==> config.mk <==
export PLATFORM = sky130hd
export DESIGN_NAME = fosfor_present_ctrl
export DESIGN_NICKNAME = d
export VERILOG_FILES = /design/src/rtl/fosfor_present_ctrl.sv
export SDC_FILE = /design/constraint.sdc
export NUM_CORES = 1
export LEC_CHECK = 0
export ABC_AREA = 1
export CORE_MARGIN = 4
export CORE_UTILIZATION = 35
export CTS_CLUSTER_DIAMETER = 50
export DETAILED_ROUTE_END_ITERATION = 10
export GPL_TIMING_DRIVEN = 1
export PLACE_DENSITY_LB_ADDON = 0.05
export SETUP_SLACK_MARGIN = 0.02
export SKIP_CTS_REPAIR_TIMING = 1
export SLEW_MARGIN = 20
export SYNTH_ARGS = -nofsm -noshare
export SYNTH_HDL_FRONTEND = slang
export SYNTH_SLANG_ARGS = --single-unit
==> constraint.sdc <==
create_clock -name Clk_ik -period 2.9 [get_ports Clk_ik]
set_input_delay 0.725 -clock Clk_ik [delete_from_list [all_inputs] [get_ports Clk_ik]]
set_output_delay 0.725 -clock Clk_ik [all_outputs]
set_load 0.02 [all_outputs]
==> src/rtl/fosfor_present_ctrl.sv <==
// Host-side bus controller for the PRESENT datapath: assembles input bytes from
// nibble writes, steers block/key byte loads and sequences the encrypt/decrypt
// round schedule. Status_b = {Ptr, Err, Dec, Done, Busy}.
module fosfor_present_ctrl #(
  parameter int NROUNDS    = 31,
  parameter int NKEYBYTES  = 10,
  parameter int NDATABYTES = 8
) (
  input  logic       Clk_ik,
  input  logic       Reset_irn,
  input  logic [1:0] Addr_ib,
  input  logic [3:0] Data_ib,
  output logic [7:0] Data_ob,
  input  logic [7:0] DpOutData_ib,
  output logic [7:0] DpInData_ob,
  output logic [3:0] DpPtr_ob,
  output logic       DpWrData_o,
  output logic       DpWrKey_o,
  output logic       DpKeyStep_o,
  output logic       DpRound_o,
  output logic       DpFinal_o,
  output logic       DpDecrypt_o,
  output logic [4:0] DpRoundCnt_ob,
  output logic       Busy_o
);

  localparam logic [3:0] CMD_START_ENC = 4'h1;
  localparam logic [3:0] CMD_START_DEC = 4'h2;
  localparam logic [3:0] CMD_WR_DATA   = 4'h3;
  localparam logic [3:0] CMD_WR_KEY    = 4'h4;
  localparam logic [3:0] CMD_RD_NEXT   = 4'h5;
  localparam logic [3:0] CMD_PTR_CLR   = 4'h6;
  localparam logic [3:0] CMD_CLR_ERR   = 4'h7;
  localparam logic [3:0] CMD_ABORT     = 4'h8;

  typedef enum logic [2:0] {
    S_IDLE, S_KEYFWD, S_RUN, S_FINAL, S_DONE
  } state_t;

  state_t     state;
  logic [4:0] cnt;
  logic [3:0] ptr;
  logic [7:0] input_data;
  logic       dec;
  logic       err;
  logic       wr_data;
  logic       wr_key;
  logic       key_step;
  logic       round;
  logic       final_rk;
  logic       decrypt;

  logic       busy;
  logic       is_cmd;
  logic [3:0] ptr_base;
  logic [7:0] status;

  // Pointer increment modulo a byte count.
  function automatic logic [3:0] inc_mod(input logic [3:0] p, input int m);
    return 4'((int'(p) + 1) % m);
  endfunction

  assign busy   = (state == S_KEYFWD) || (state == S_RUN) || (state == S_FINAL);
  assign is_cmd = (Addr_ib == 2'b01);
  assign status = {ptr, err, dec, (state == S_DONE), busy};

  // Pointer after applying the post-increment owed by last cycle's write strobe.
  always_comb begin
    ptr_base = ptr;
    if (wr_data)
      ptr_base = inc_mod(ptr, NDATABYTES);
    else if (wr_key)
      ptr_base = inc_mod(ptr, NKEYBYTES);
  end

  // Control FSM, bus decode and all registered datapath controls.
  always_ff @(posedge Clk_ik or negedge Reset_irn) begin
    if (!Reset_irn) begin
      state      <= S_IDLE;
      cnt        <= '0;
      ptr        <= '0;
      input_data <= '0;
      dec        <= 1'b0;
      err        <= 1'b0;
      wr_data    <= 1'b0;
      wr_key     <= 1'b0;
      key_step   <= 1'b0;
      round      <= 1'b0;
      final_rk   <= 1'b0;
      decrypt    <= 1'b0;
    end else begin
      wr_data  <= 1'b0;
      wr_key   <= 1'b0;
      key_step <= 1'b0;
      round    <= 1'b0;
      final_rk <= 1'b0;
      ptr      <= ptr_base;

      if (Addr_ib == 2'b10) input_data[3:0] <= Data_ib;
      if (Addr_ib == 2'b11) input_data[7:4] <= Data_ib;

      // Round schedule sequencing.
      case (state)
        S_KEYFWD: begin
          if (cnt == 5'(NROUNDS)) begin
            state    <= S_FINAL;
            final_rk <= 1'b1;
          end else begin
            cnt      <= cnt + 5'd1;
            key_step <= 1'b1;
          end
        end
        S_RUN: begin
          if (dec) begin
            if (cnt == 5'd1) begin
              state   <= S_DONE;
              decrypt <= 1'b0;
            end else begin
              cnt   <= cnt - 5'd1;
              round <= 1'b1;
            end
          end else if (cnt == 5'(NROUNDS)) begin
            state    <= S_FINAL;
            final_rk <= 1'b1;
          end else begin
            cnt   <= cnt + 5'd1;
            round <= 1'b1;
          end
        end
        S_FINAL: begin
          if (dec) begin
            // Decrypt whitening comes first, then the inverse rounds.
            state <= S_RUN;
            cnt   <= 5'(NROUNDS);
            round <= 1'b1;
          end else begin
            state <= S_DONE;
          end
        end
        default: ;
      endcase

      // Host commands; while busy only ABORT and CLR_ERR are honoured.
      if (is_cmd) begin
        if (busy) begin
          case (Data_ib)
            CMD_START_ENC, CMD_START_DEC, CMD_WR_DATA,
            CMD_WR_KEY, CMD_RD_NEXT, CMD_PTR_CLR: err <= 1'b1;
            CMD_CLR_ERR: err <= 1'b0;
            CMD_ABORT: begin
              state    <= S_IDLE;
              cnt      <= '0;
              key_step <= 1'b0;
              round    <= 1'b0;
              final_rk <= 1'b0;
              decrypt  <= 1'b0;
            end
            default: ;
          endcase
        end else begin
          case (Data_ib)
            CMD_START_ENC: begin
              state   <= S_RUN;
              cnt     <= 5'd1;
              round   <= 1'b1;
              dec     <= 1'b0;
              decrypt <= 1'b0;
            end
            CMD_START_DEC: begin
              state    <= S_KEYFWD;
              cnt      <= 5'd1;
              key_step <= 1'b1;
              dec      <= 1'b1;
              decrypt  <= 1'b1;
            end
            CMD_WR_DATA: begin
              wr_data <= 1'b1;
              state   <= S_IDLE;
            end
            CMD_WR_KEY: begin
              wr_key <= 1'b1;
              state  <= S_IDLE;
            end
            CMD_RD_NEXT: ptr <= inc_mod(ptr_base, NDATABYTES);
            CMD_PTR_CLR: ptr <= '0;
            CMD_CLR_ERR: err <= 1'b0;
            default: ;
          endcase
        end
      end
    end
  end

  assign Data_ob       = Addr_ib[1] ? DpOutData_ib : status;
  assign DpInData_ob   = input_data;
  assign DpPtr_ob      = ptr;
  assign DpWrData_o    = wr_data;
  assign DpWrKey_o     = wr_key;
  assign DpKeyStep_o   = key_step;
  assign DpRound_o     = round;
  assign DpFinal_o     = final_rk;
  assign DpDecrypt_o   = decrypt;
  assign DpRoundCnt_ob = cnt;
  assign Busy_o        = busy;

endmodule

==> impl_metrics.py, run 1 <==
metrics = {
    "detailed_routing": {
        "drc": 0,
        "wl_per_cell_um": 12.3,
        "drtAntennaViolNets": 0,
        "first_iter_violations": 38,
        "via_per_inst": 4.75,
        "via_count": 1895,
        "dr.pass1.iters": 4,
        "postRouteWirelength_um": 4900,
    },
    "finish": {
        "antenna_cells": 0,
        "area_growth_pct": 34.4,
        "layout-drive-gt1-share": 0.125,
        "fin_cells": 399,
        "nNetsFinal": 351,
        "multi_input_area_mm2": 0.00109,
        "nFillCells": 598,
        "seqCellArea_um2": 701,
        "final_area_mm2": 0.00265,
    },
    "global_route": {
        "grtUsageMet1": 0.190,
        "grt_max_degree": 29,
        "grt_pass1_vias": 1892,
        "grt_use_met2": 0.261,
        "antenna_found_initial": 0,
        "grt_usage": 0.149,
        "grt_first_pass_wirelength_um": 8680,
        "grt_use_met3": 0.0288,
        "grt_overflow": 0,
        "top_usage_layer": "met2",
    },
    "clock_network": {
        "clk_pin_slew_ns": 0.10,
        "cts_buffers": 3,
        "clockBufferDepth": 2,
        "htree_levels": 1,
        "clock_latency_ns": 0.28,
        "numClockSinks": 28,
        "cts_tree": "built",
        "cts-root-buf": "clkbuf_8",
    },
    "synth": {
        "synth_edf_count": 0,
        "avgSynthCellArea_um2": 7.14,
        "ys_seq_area_frac": 0.355,
        "synth_top_area_cell": "dfrtp_1",
        "synthCells": 276,
        "ys.flop_type": "dfrtp_1",
        "synth_nets": 299,
        "synth_cell_type_count": 32,
        "yosysWarnings": 0,
        "async_reset_ff_frac": 1.00,
        "synth-seq-cells": 28,
        "syn-cell-area_mm2": 0.00197,
        "synthTopCellsByCount": "68 x nand2_1, 36 x inv_1, 28 x dfrtp_1",
        "synth_most_common_cell": "nand2_1",
        "synth_area_leaders": "dfrtp_1 36%, nand2_1 13%, inv_1 6.9%",
        "synth_top_area_share": 0.355,
    },
    "floorplan": {
        "start_util": 0.360,
        "chipWidth_um": 83.1,
        "coreArea_mm2": 0.00547,
        "dieArea_mm2": 0.00690,
        "ios": 48,
        "die-height_um": 83.1,
        "row_count": 27,
    },
    "sta": {
        "drv_slew": 0,
        "grt_setup_unrepaired": "false",
        "fin_crit_sh": 0.910,
        "tns_ns": 0,
        "min_period_ns": 2.64,
        "worstMarginPinSlew_ns": 0.366,
        "worst_hold_slack_ns": 0.493,
        "maxClockFrequency_mhz": 379,
        "hold_viol": 0,
        "finClkSkew_ns": 0.00289,
        "setup_viol": 0,
        "slew_headroom": 0.756,
    },
    "placement": {
        "hpwl_um": 3910,
        "place_area_mm2": 0.00256,
        "gp_congestion": 0.797,
        "dp_cells": 395,
        "io_buffers": 47,
    },
    "setup_path": {
        "ff2ff_path_depth": 19,
        "path_class": "in -> out",
        "startpoint_type": "input port",
        "cp.arrival_ns": 1.92,
        "cp-end-kind": "output pin",
        "cp_max_fo": 18,
        "worstPathRequired_ns": 2.17,
    },
    "worst_hold_path": {
        "hold_depth": 2,
        "holdCritPathClass": "reg -> reg",
    },
    "power": {
        "peakVddDrop_mv": 0.606,
        "power_density_mw_per_mm2": 933,
        "p_leak_nw": 1.29,
        "power_mw": 2.47,
    },
    "run": {
        "drv_cap": 0,
    },
    "outcome": {
        "status": "finished clean",
    },
}
worst paths after layout:
check	to	slack, ns	start
worst min-delay path	DpInData_ob[7]	0.49	DpInData_ob[7]
worst max register to register	DpPtr_ob[2]	0.38	DpPtr_ob[0]
max in group asynchronous	DpPtr_ob[0]	1.81	Reset_irn
worst min register to register	DpInData_ob[7]	0.49	DpInData_ob[7]
min in group asynchronous	DpInData_ob[3]	0.82	Reset_irn
worst max-delay path	Data_ob[3]	0.26	Addr_ib[1]
state kept, by name, summed over array words and instances (netlist names):
| register | cells |
|---|---|
| DpInData_ob | 8 |
| DpWrData_o | 1 |
| DpRoundCnt_ob | 5 |
| DpRound_o | 1 |
| err | 1 |
| DpFinal_o | 1 |
| DpPtr_ob | 4 |
| DpKeyStep_o | 1 |
| DpWrKey_o | 1 |
| DpDecrypt_o | 1 |
| dec | 1 |
| state | 3 |
per-stage QoR:
stage                     worst slack [ns]  utilization
after floorplan                      0.497            -
after global placement             -0.0773        0.468
after detailed placement           -0.0851        0.468
after CTS                          -0.0851        0.481
after global routing                 0.149        0.484
final                                0.260        0.484
logic make-up after synthesis:
family	Yosys count	share of synthesized area
DFF	28	0.355
xor gates and xnor gates	4	0.0178
buffers and inverters	49	0.0939
and+or+nand+nor	127	0.315
AOI/OAI and AO/OA	60	0.168
adders and majority gates	7	0.0444
muxes	1	0.00571
layout by cell type, fill, tap and decap left out, types with 3 or more instances in the layout:
master / Yosys / layout
a31oi_1: 8 / 8
inv_1: 36 / 36
nor2_2: 5 / 5
xor2_1: 4 / 4
buf_4: 0 / 3
dfrtp_1: 28 / 28
dlymetal6s2s_1: 0 / 8
clkdlybuf4s50_1: 0 / 39
o21ai_1: 9 / 9
nor2_4: 3 / 3
a21oi_1: 11 / 11
clkbuf_8: 0 / 3
nand2_1: 68 / 68
nand2_2: 6 / 6
nand3_1: 11 / 11
o21ai_0: 25 / 25
nand4_1: 5 / 5
ha_1: 7 / 7
nor3_1: 5 / 5
inv_2: 8 / 8
nor2_1: 15 / 15
where the power goes:
| group | switching, mW | internal [mW] |
|---|---|---|
| combinational | 0.870 | 0.619 |
| sequential | 0.151 | 0.518 |
| clock | 0.130 | 0.185 |
| total | 1.15 | 1.32 |
per-layer routing:
layer,vias up,routed length [µm]
met5,-,0
li1,1002,-
met4,0,53
met3,6,147
met2,34,2410
met1,853,2280
worst max-delay path: stages:
cell	delay, ns
clkdlybuf4s50_1	0.51
buf_12	0.15
mux2_2	0.32
dlymetal6s2s_1	0.20
layout make-up:
type | count | share of cell area
clock buffer | 3 | 0.0156
clock inverter | 1 | 0.0113
inverter | 45 | 0.0637
multi-input combinational | 199 | 0.410
sequential | 28 | 0.264
tap | 72 | 0.0340
timing repair buffer | 51 | 0.201
Power figures use the tool's default switching activity.
==> run 2, diff against run 1 <==
--- a/config.mk
+++ b/config.mk
@@ -11,6 +11,7 @@
 export CTS_CLUSTER_DIAMETER = 50
 export DETAILED_ROUTE_END_ITERATION = 10
 export GPL_TIMING_DRIVEN = 1
+export HOLD_SLACK_MARGIN = 0.1
 export PLACE_DENSITY_LB_ADDON = 0.05
 export SETUP_SLACK_MARGIN = 0.02
 export SKIP_CTS_REPAIR_TIMING = 1
==> results of run 2 <==
Final layout, timing and power as in run 1 (identical DEF).
==> run 3, diff against run 2 <==
--- a/config.mk
+++ b/config.mk
@@ -8,6 +8,7 @@
 export ABC_AREA = 1
 export CORE_MARGIN = 4
 export CORE_UTILIZATION = 35
+export CTS_BUF_LIST = sky130_fd_sc_hd__clkbuf_8
 export CTS_CLUSTER_DIAMETER = 50
 export DETAILED_ROUTE_END_ITERATION = 10
 export GPL_TIMING_DRIVEN = 1
==> constraint.sdc (replaced) <==
create_clock -name Clk_ik -period 2.9 [get_ports Clk_ik]
set_input_delay 0.29 -clock Clk_ik [delete_from_list [all_inputs] [get_ports Clk_ik]]
set_output_delay 0.29 -clock Clk_ik [all_outputs]
set_load 0.02 [all_outputs]
==> impl_metrics.py, run 3 (synthesis results as in run 1) <==
metrics = {
    "sta": {
        "drv_slew": 0,
        "grt_setup_unrepaired": "false",
        "maxClockFrequency_mhz": 395,
        "worstMarginPinSlew_ns": 0.559,
        "slew_headroom": 0.626,
        "hold_viol": 0,
        "min_period_ns": 2.53,
        "finClkSkew_ns": 0.00780,
        "fin_ws_ns": 0.369,
        "tns_ns": 0,
        "worst_hold_slack_ns": 0.398,
        "setup_viol": 0,
        "fin_crit_sh": 0.873,
    },
    "floorplan": {
        "chipWidth_um": 83.1,
        "dieArea_mm2": 0.00690,
        "die-height_um": 83.1,
        "coreArea_mm2": 0.00547,
        "ios": 48,
        "row_count": 27,
        "start_util": 0.360,
    },
    "detailed_routing": {
        "via_per_inst": 4.75,
        "wl_per_cell_um": 12.5,
        "first_iter_violations": 95,
        "postRouteWirelength_um": 4930,
        "via_count": 1882,
        "wl_met2_um": 2350,
        "drtAntennaViolNets": 0,
        "dr_wl_met3_um": 144,
        "dr.pass1.iters": 4,
        "top_layer": "met4",
        "m1WireLength_um": 2400,
        "drc": 0,
    },
    "setup_path": {
        "cp-end-kind": "flip-flop",
        "cpPeakStageDelay_ns": 0.46,
        "worstSetupStartpoint": "DpPtr_ob[0]",
        "path_delay_family": "simple AND/OR/NAND/NOR gates",
        "crit_top_cell": "nand2_1",
        "startpoint_type": "flip-flop",
        "cp_max_fo": 6,
        "critPathBufInv": 3,
        "cp.arrival_ns": 2.74,
        "path_class": "reg -> reg",
        "path_cells": "ha_1, inv_1, nand2_1, nand2_1, nand2_1, ha_1, nand3b_1, nand2_1, nand3_2, nand2_1, nand3_1, nand2_1, o21ai_2, ha_1, o21ai_1, inv_2, nand2_1, nand2_1, inv_1",
        "worstPathRequired_ns": 3.11,
        "slowest_stage": "dfrtp_1",
        "r2r-start": "DpPtr_ob[0]",
    },
    "clock_network": {
        "numClockSinks": 28,
        "clockBufferDepth": 2,
        "cts-root-buf": "clkbuf_8",
        "clock_latency_ns": 0.27,
        "cts_tree": "built",
        "htree_levels": 1,
        "cts_buffers": 3,
        "clk_pin_slew_ns": 0.09,
    },
    "worst_hold_path": {
        "holdCritPathClass": "in -> async",
    },
    "run": {
        "drv_cap": 0,
    },
    "global_route": {
        "grt_usage": 0.150,
        "antenna_found_initial": 0,
        "grt_pass1_vias": 1873,
        "grt_first_pass_wirelength_um": 8710,
        "grt_overflow": 0,
        "grt_max_degree": 29,
    },
    "power": {
        "peakVddDrop_mv": 0.519,
        "power_mw": 2.36,
        "power_density_mw_per_mm2": 916,
        "p_leak_nw": 1.17,
    },
    "placement": {
        "io_buffers": 47,
        "gp_congestion": 0.795,
        "pre_cts_slack_ns": 0.382,
        "hpwl_um": 3950,
        "dp_cells": 393,
    },
    "finish": {
        "area_growth_pct": 30.5,
        "fin_cells": 396,
        "seqCellArea_um2": 701,
        "layout_commonest_cell": "nand2_1",
        "antenna_cells": 0,
        "nNetsFinal": 349,
        "largest_reg_flops": 8,
        "nFillCells": 579,
        "final_cell_mix": "68 x nand2_1, 47 x clkdlybuf4s50_1, 36 x inv_1",
        "multi_input_area_mm2": 0.00109,
        "layout-drive-gt1-share": 0.117,
    },
    "outcome": {
        "status": "finished clean",
    },
}
[run 3: cell types whose count changed in the layout (fill, tap and decap cells not counted)]
cell	before	now
buf_4	3	2
dlymetal6s2s_1	8	0
buf_12	1	0
clkdlybuf4s50_1	39	47
bufinv_16	1	0
[run 3: report_power, final]
part / switching, mW / internal, mW / total, mW / leakage [nW]
clock network: 0.112 / 0.0930 / 0.205 / 0.0216
logic: 0.854 / 0.607 / 1.46 / 0.797
registers: 0.171 / 0.518 / 0.689 / 0.355
[run 3: final timing paths]
check | slack [ns] | endpoint | depth (start not counted)
max reg2reg | 0.37 | DpPtr_ob[2] | 19
min in group Clk_ik | 0.49 | DpInData_ob[7] | 2
max in group asynchronous | 2.23 | DpRoundCnt_ob[1] | 2
min | 0.40 | DpInData_ob[3] | 2
min reg2reg | 0.49 | DpInData_ob[7] | 2
max | 0.37 | DpPtr_ob[2] | 19
[run 3: layout make-up]
type	instances	area share
clock buffers	3	0.0161
inverters	45	0.0657
multi-input cells	199	0.422
flip-flops and latches	28	0.272
well taps	72	0.0350
repair buffers	49	0.189
[run 3: stage by stage]
stage / util / area, µm²
after floorplan: - / 1970
after global placement: 0.463 / 2530
after detailed placement: 0.463 / 2530
after CTS: 0.470 / 2570
after global routing: 0.470 / 2570
final: 0.470 / 2570
[run 3: routing by layer]
metal	up-vias	global-route usage
met5	-	0
met4	0	0.0312
met3	2	0.0248
met2	27	0.258
met1	861	0.197
li1	992	-
==> edit 1 (config.mk and constraints of run 3) <==
Encoding of `state_t`: now one-hot (5 bits for 5 states).
--- a/src/rtl/fosfor_present_ctrl.sv
+++ b/src/rtl/fosfor_present_ctrl.sv
@@ -34,6 +34,6 @@
   localparam logic [3:0] CMD_ABORT     = 4'h8;
 
-  typedef enum logic [2:0] {
-    S_IDLE, S_KEYFWD, S_RUN, S_FINAL, S_DONE
+  typedef enum logic [4:0] {
+    S_IDLE = 5'b00001, S_KEYFWD = 5'b00010, S_RUN = 5'b00100, S_FINAL = 5'b01000, S_DONE = 5'b10000
   } state_t;
 
Check against the original RTL: same outputs for any inputs over 4 cycles, from zero or initial values and one cycle with Reset_irn low; so few cycles prove little.
==> edit 1 against run 3 <==
  * Sequential cell count is 2 higher
  * Setup slack gained 100 ps
  * Global-route usage up 0.28 points
  * Area after synthesis increased by 6.2%
  * Sequential power rose by 3.9%
  * Design area increased by 7.1%
  * Die area is 5.6% higher
  * Total power increased by 5.2%
  * Routed wire length grew 10%
  * First-iteration DRC count is 35% higher
  * Largest power group unchanged
==> edit 1: results (changes against run 3) <==
status complete, no violations (unchanged); internal power 0.001351 W (was 0.001218 W); vias in the first global route 1935 (was 1873); clk_lat worst skew 290 ps (was 270 ps); r2r setup slk 470 ps (was 370 ps); Switch Pwr 0.001128 W (was 0.001137 W); M1 wire length 2919 um (was 2397 um); Synthesis Warnings 0 (unchanged); placed cell count 398 (was 393); DR WL met2 2140 um (was 2354 um); Critical Path AT 2660 ps (was 2740 ps); crit path from DpPtr_ob[0]$_DFF_PN0_ (unchanged); leak pwr 1.287 nW (was 1.173 nW); total track usage 15.25% (was 14.97%); Slew headroom 54.92% (was 62.61%); Synth top cells by count nand2_1 (64), inv_1 (31), dfrtp_1 (29) (was nand2_1 (68), inv_1 (36), dfrtp_1 (28)); cts bufs inserted 5 (was 3); Area contributors post-synth dfrtp_1 (35%), nand2_1 (11%), o21ai_0 (6.5%) (was dfrtp_1 (36%), nand2_1 (13%), inv_1 (6.9%)); initial antenna violation count 0 (unchanged); Worst R2R End DpPtr_ob[2]$_DFF_PN0_ (unchanged); vias 2005 (was 1882); DR WL met3 291 um (was 144 um); Max VDD drop 0.4961 mV (was 0.5188 mV); Syn Nets 305 (was 299); max incr delay on CP 440 ps (was 460 ps); share of cells above drive strength 1 12.87% (was 11.73%); Via-to-Cell Ratio 4.938 (was 4.753); CP top delay family simple AND/OR/NAND/NOR gates (unchanged); routability congestion estimate 0.8382 (was 0.7951); clock share of power 16.4% (was 8.7%); layout net count 356 (was 349); DR iter-0 viols 128 (was 95); final wirelength 5423 um (was 4931 um); DP HPWL 4158 um (was 3947 um); Clock Skew 9.563 ps (was 7.801 ps); register area share after synthesis 35.90% (was 35.53%); Netlist cell types 41 (was 32); pre-CTS setup slack 475.2 ps (was 382.3 ps); wire length of the first global-routing pass 9039 um (was 8707 um); syn avg cell area 7.427 um2 (was 7.145 um2); Comb group 0.00136 W (was 0.00146 W); placed inst area 0.002645 mm2 (was 0.002531 mm2); H-tree depth 2 (was 1)
[edit 1: changes by cell type after synthesis, moves of 4 or more]
cell / before / now
nand3_1: 11 / 19
nor2_1: 15 / 24
inv_1: 36 / 31
o21ai_1: 9 / 1
nand2_1: 68 / 64
[edit 1: cell families (layout without fill, tap and decap cells)]
group                      count (synthesis)  in the layout  share of synthesized area, %
and+or+nand+nor                          139            139                         33.45
AOI/OAI and AO/OA                         57             57                         15.89
buffers and inverters                     44             96                         8.363
DFF                                       30             30                         35.90
adders and majority gates                  7              7                         4.181
xor gates and xnor gates                   4              4                         1.672
muxes                                      1              1                        0.5376
[edit 1: layer usage]
metal / global-route usage (%) / vias up
met5: 0 / -
met3: 3.689 / 8
met4: 4.604 / 0
met1: 22.47 / 904
li1: - / 1039
met2: 21.82 / 54
[edit 1: how the worst max path moves through the flow]
stage | endpoint | slack [ps] | depth (start not counted)
floorplan | DpPtr_ob[2]$_DFF_PN0_ | 570 | 19
global placement | Data_ob[3] | 510 | 3
detailed placement | DpPtr_ob[2]$_DFF_PN0_ | 480 | 19
CTS | DpPtr_ob[2]$_DFF_PN0_ | 460 | 19
global route | DpPtr_ob[2]$_DFF_PN0_ | 210 | 19
finish | DpPtr_ob[2]$_DFF_PN0_ | 470 | 19
[edit 1: area by class of cell]
type	instances	area (um2)
Clock buffer	8	110.1
Inverter	40	157.7
Multi-Input combinational cell	208	1167
Sequential cell	30	752.0
Fill cell	556	2887
Timing Repair Buffer	48	478.0
Tap cell	72	90.09
[edit 1: stage by stage]
| step | util (%) | hold slack [ps] |
|---|---|---|
| floorplan | - | -5.591 |
| global placement | 46.88 | 472.7 |
| detailed placement | 46.88 | 480.1 |
| CTS | 48.84 | 416.8 |
| global route | 48.84 | 447.0 |
| finish | 48.84 | 393.0 |
==> edit 2 (flow settings as in run 3) <==
Made on the original files. The parameter `NROUNDS` goes from 31 to 16.
--- a/src/rtl/fosfor_present_ctrl.sv
+++ b/src/rtl/fosfor_present_ctrl.sv
@@ -3,5 +3,5 @@
 // round schedule. Status_b = {Ptr, Err, Dec, Done, Busy}.
 module fosfor_present_ctrl #(
-  parameter int NROUNDS    = 31,
+  parameter int NROUNDS    = 16,
   parameter int NKEYBYTES  = 10,
   parameter int NDATABYTES = 8
Check against the original RTL: same outputs for any inputs over 4 cycles, from zero or initial values and one cycle with Reset_irn low; that may be too few to reach the edited logic, so the function may still have changed.
==> edit 2 against run 3 <==
  * Design area is 0.19% lower
  * Fmax up 2.8%
  * Area after synthesis shrank 1.2%
  * Setup slack gained 68 ps
  * Count of clock-buffer cells in the layout is the same
  * Clock skew down 6.4 ps
  * Die area down 1.1%
  * Sequential cell count did not move
  * Routed wire length up 1.4%
  * Total power shrank 11%
  * Critical endpoint unchanged
  * Largest cell class unchanged
==> edit 2: results (changes against run 3) <==
Seq/total area 27.29% (was 27.24%); Synth top cells by count nand2_1 (70), inv_1 (33), dfrtp_1 (28) (was nand2_1 (68), inv_1 (36), dfrtp_1 (28)); Max VDD drop 0.3577 mV (was 0.5188 mV); Clock-cell share 2.778% (was 1.605%); met1 Track Usage GR 22.59% (was 19.68%); vias in the first global route 1826 (was 1873); Syn Nets 297 (was 299); Fillers 542 (was 579); Area contributors post-synth dfrtp_1 (36%), nand2_1 (13%), inv_1 (6.4%) (was dfrtp_1 (36%), nand2_1 (13%), inv_1 (6.9%)); Post-Synth XOR/XNOR Area 2.697% (was 1.777%); proportion of synthesized area in mux cells 0% (was 0.5711%); Netlist cell types 38 (was 32); Critical Path AT 2640 ps (was 2740 ps); Seq pwr share 30.4% (was 29.2%); n_diodes 0 (unchanged); buffering overhead 19.20% (was 18.87%); routability congestion estimate 0.8561 (was 0.7951); count of multi-input gates 204 (was 199); Clock Skew 1.372 ps (was 7.801 ps); post-synthesis compound-gate area fraction 15.29% (was 16.75%); total track usage 15.84% (was 14.97%); Layout Cells excl Fill 393 (was 396); Syn Inst Count 274 (was 276); register area share after synthesis 35.97% (was 35.53%); pre-CTS setup slack 471.4 ps (was 382.3 ps); wire length of the first global-routing pass 8514 um (was 8707 um); hold crit path type primary input to async pin (unchanged); DR WL met2 2017 um (was 2354 um); top routing layer in use met4 (unchanged); CP top delay family simple AND/OR/NAND/NOR gates (unchanged); Non-clock inverters 37 (was 45); DR WL met3 356 um (was 144 um); fin util 49.02% (was 47.01%); placed inst area 0.002496 mm2 (was 0.002531 mm2); Via-to-Cell Ratio 4.858 (was 4.753); CTS root buf clkbuf_8 (unchanged); Slew headroom 64.80% (was 62.61%); clk_lat worst skew 280 ps; leak pwr 1.183 nW (was 1.173 nW); met2 GRT Util 24.84% (was 25.80%); post-synthesis adder-cell area fraction 4.496% (was 4.442%); Tot Pwr 0.002099 W (was 0.002356 W); internal power 0.001171 W (was 0.001218 W); M1 wire length 2592 um (was 2397 um); Worst-path clk slew 100 ps; sequential cell count 28 (unchanged); multi-input gate share of total cell area 41.91% (was 42.22%); share of cells above drive strength 1 7.121% (was 11.73%); maximum fanout along the worst path 6 (unchanged); layout net count 347 (was 349); max incr delay on CP 440 ps (was 460 ps); Wirelength per Cell 12.73 um (was 12.45 um); met3 usage 3.362% (was 2.480%); Signal buffers 50 (was 49); DR iter-0 viols 83 (was 95); Comb group 0.00115 W (was 0.00146 W); status complete, no violations (unchanged); DP HPWL 3971 um (was 3947 um)
[edit 2: cell types whose count changed after synthesis, sizes merged, moves of 3 or more]
cell	run 3	this run
nor2	23	28
a31oi	8	2
o21ai	36	24
nand2	75	72
buf	1	4
inv	44	37
a21oi	11	16
nand3	13	22
[edit 2: worst register-to-register path: cells and delay by family, from the launching register on]
family | cells | cell delay (ps)
buffers and inverters | 1 | 60
flip-flops | 1 | 440
AND/OR/NAND/NOR | 13 | 1170
adder cells (fa/ha/maj) | 3 | 700
[edit 2: final timing paths]
kind,endpoint,slack [ps]
setup / recovery,DpPtr_ob[2]$_DFF_PN0_,440
hold / removal,DpInData_ob[6]$_DFFE_PN0N_,380
setup reg to reg,DpPtr_ob[2]$_DFF_PN0_,440
hold reg to reg,DpInData_ob[6]$_DFFE_PN0N_,500
max in group asynchronous,DpPtr_ob[3]$_DFF_PN0_,2250
min in group Clk_ik,DpInData_ob[6]$_DFFE_PN0N_,500
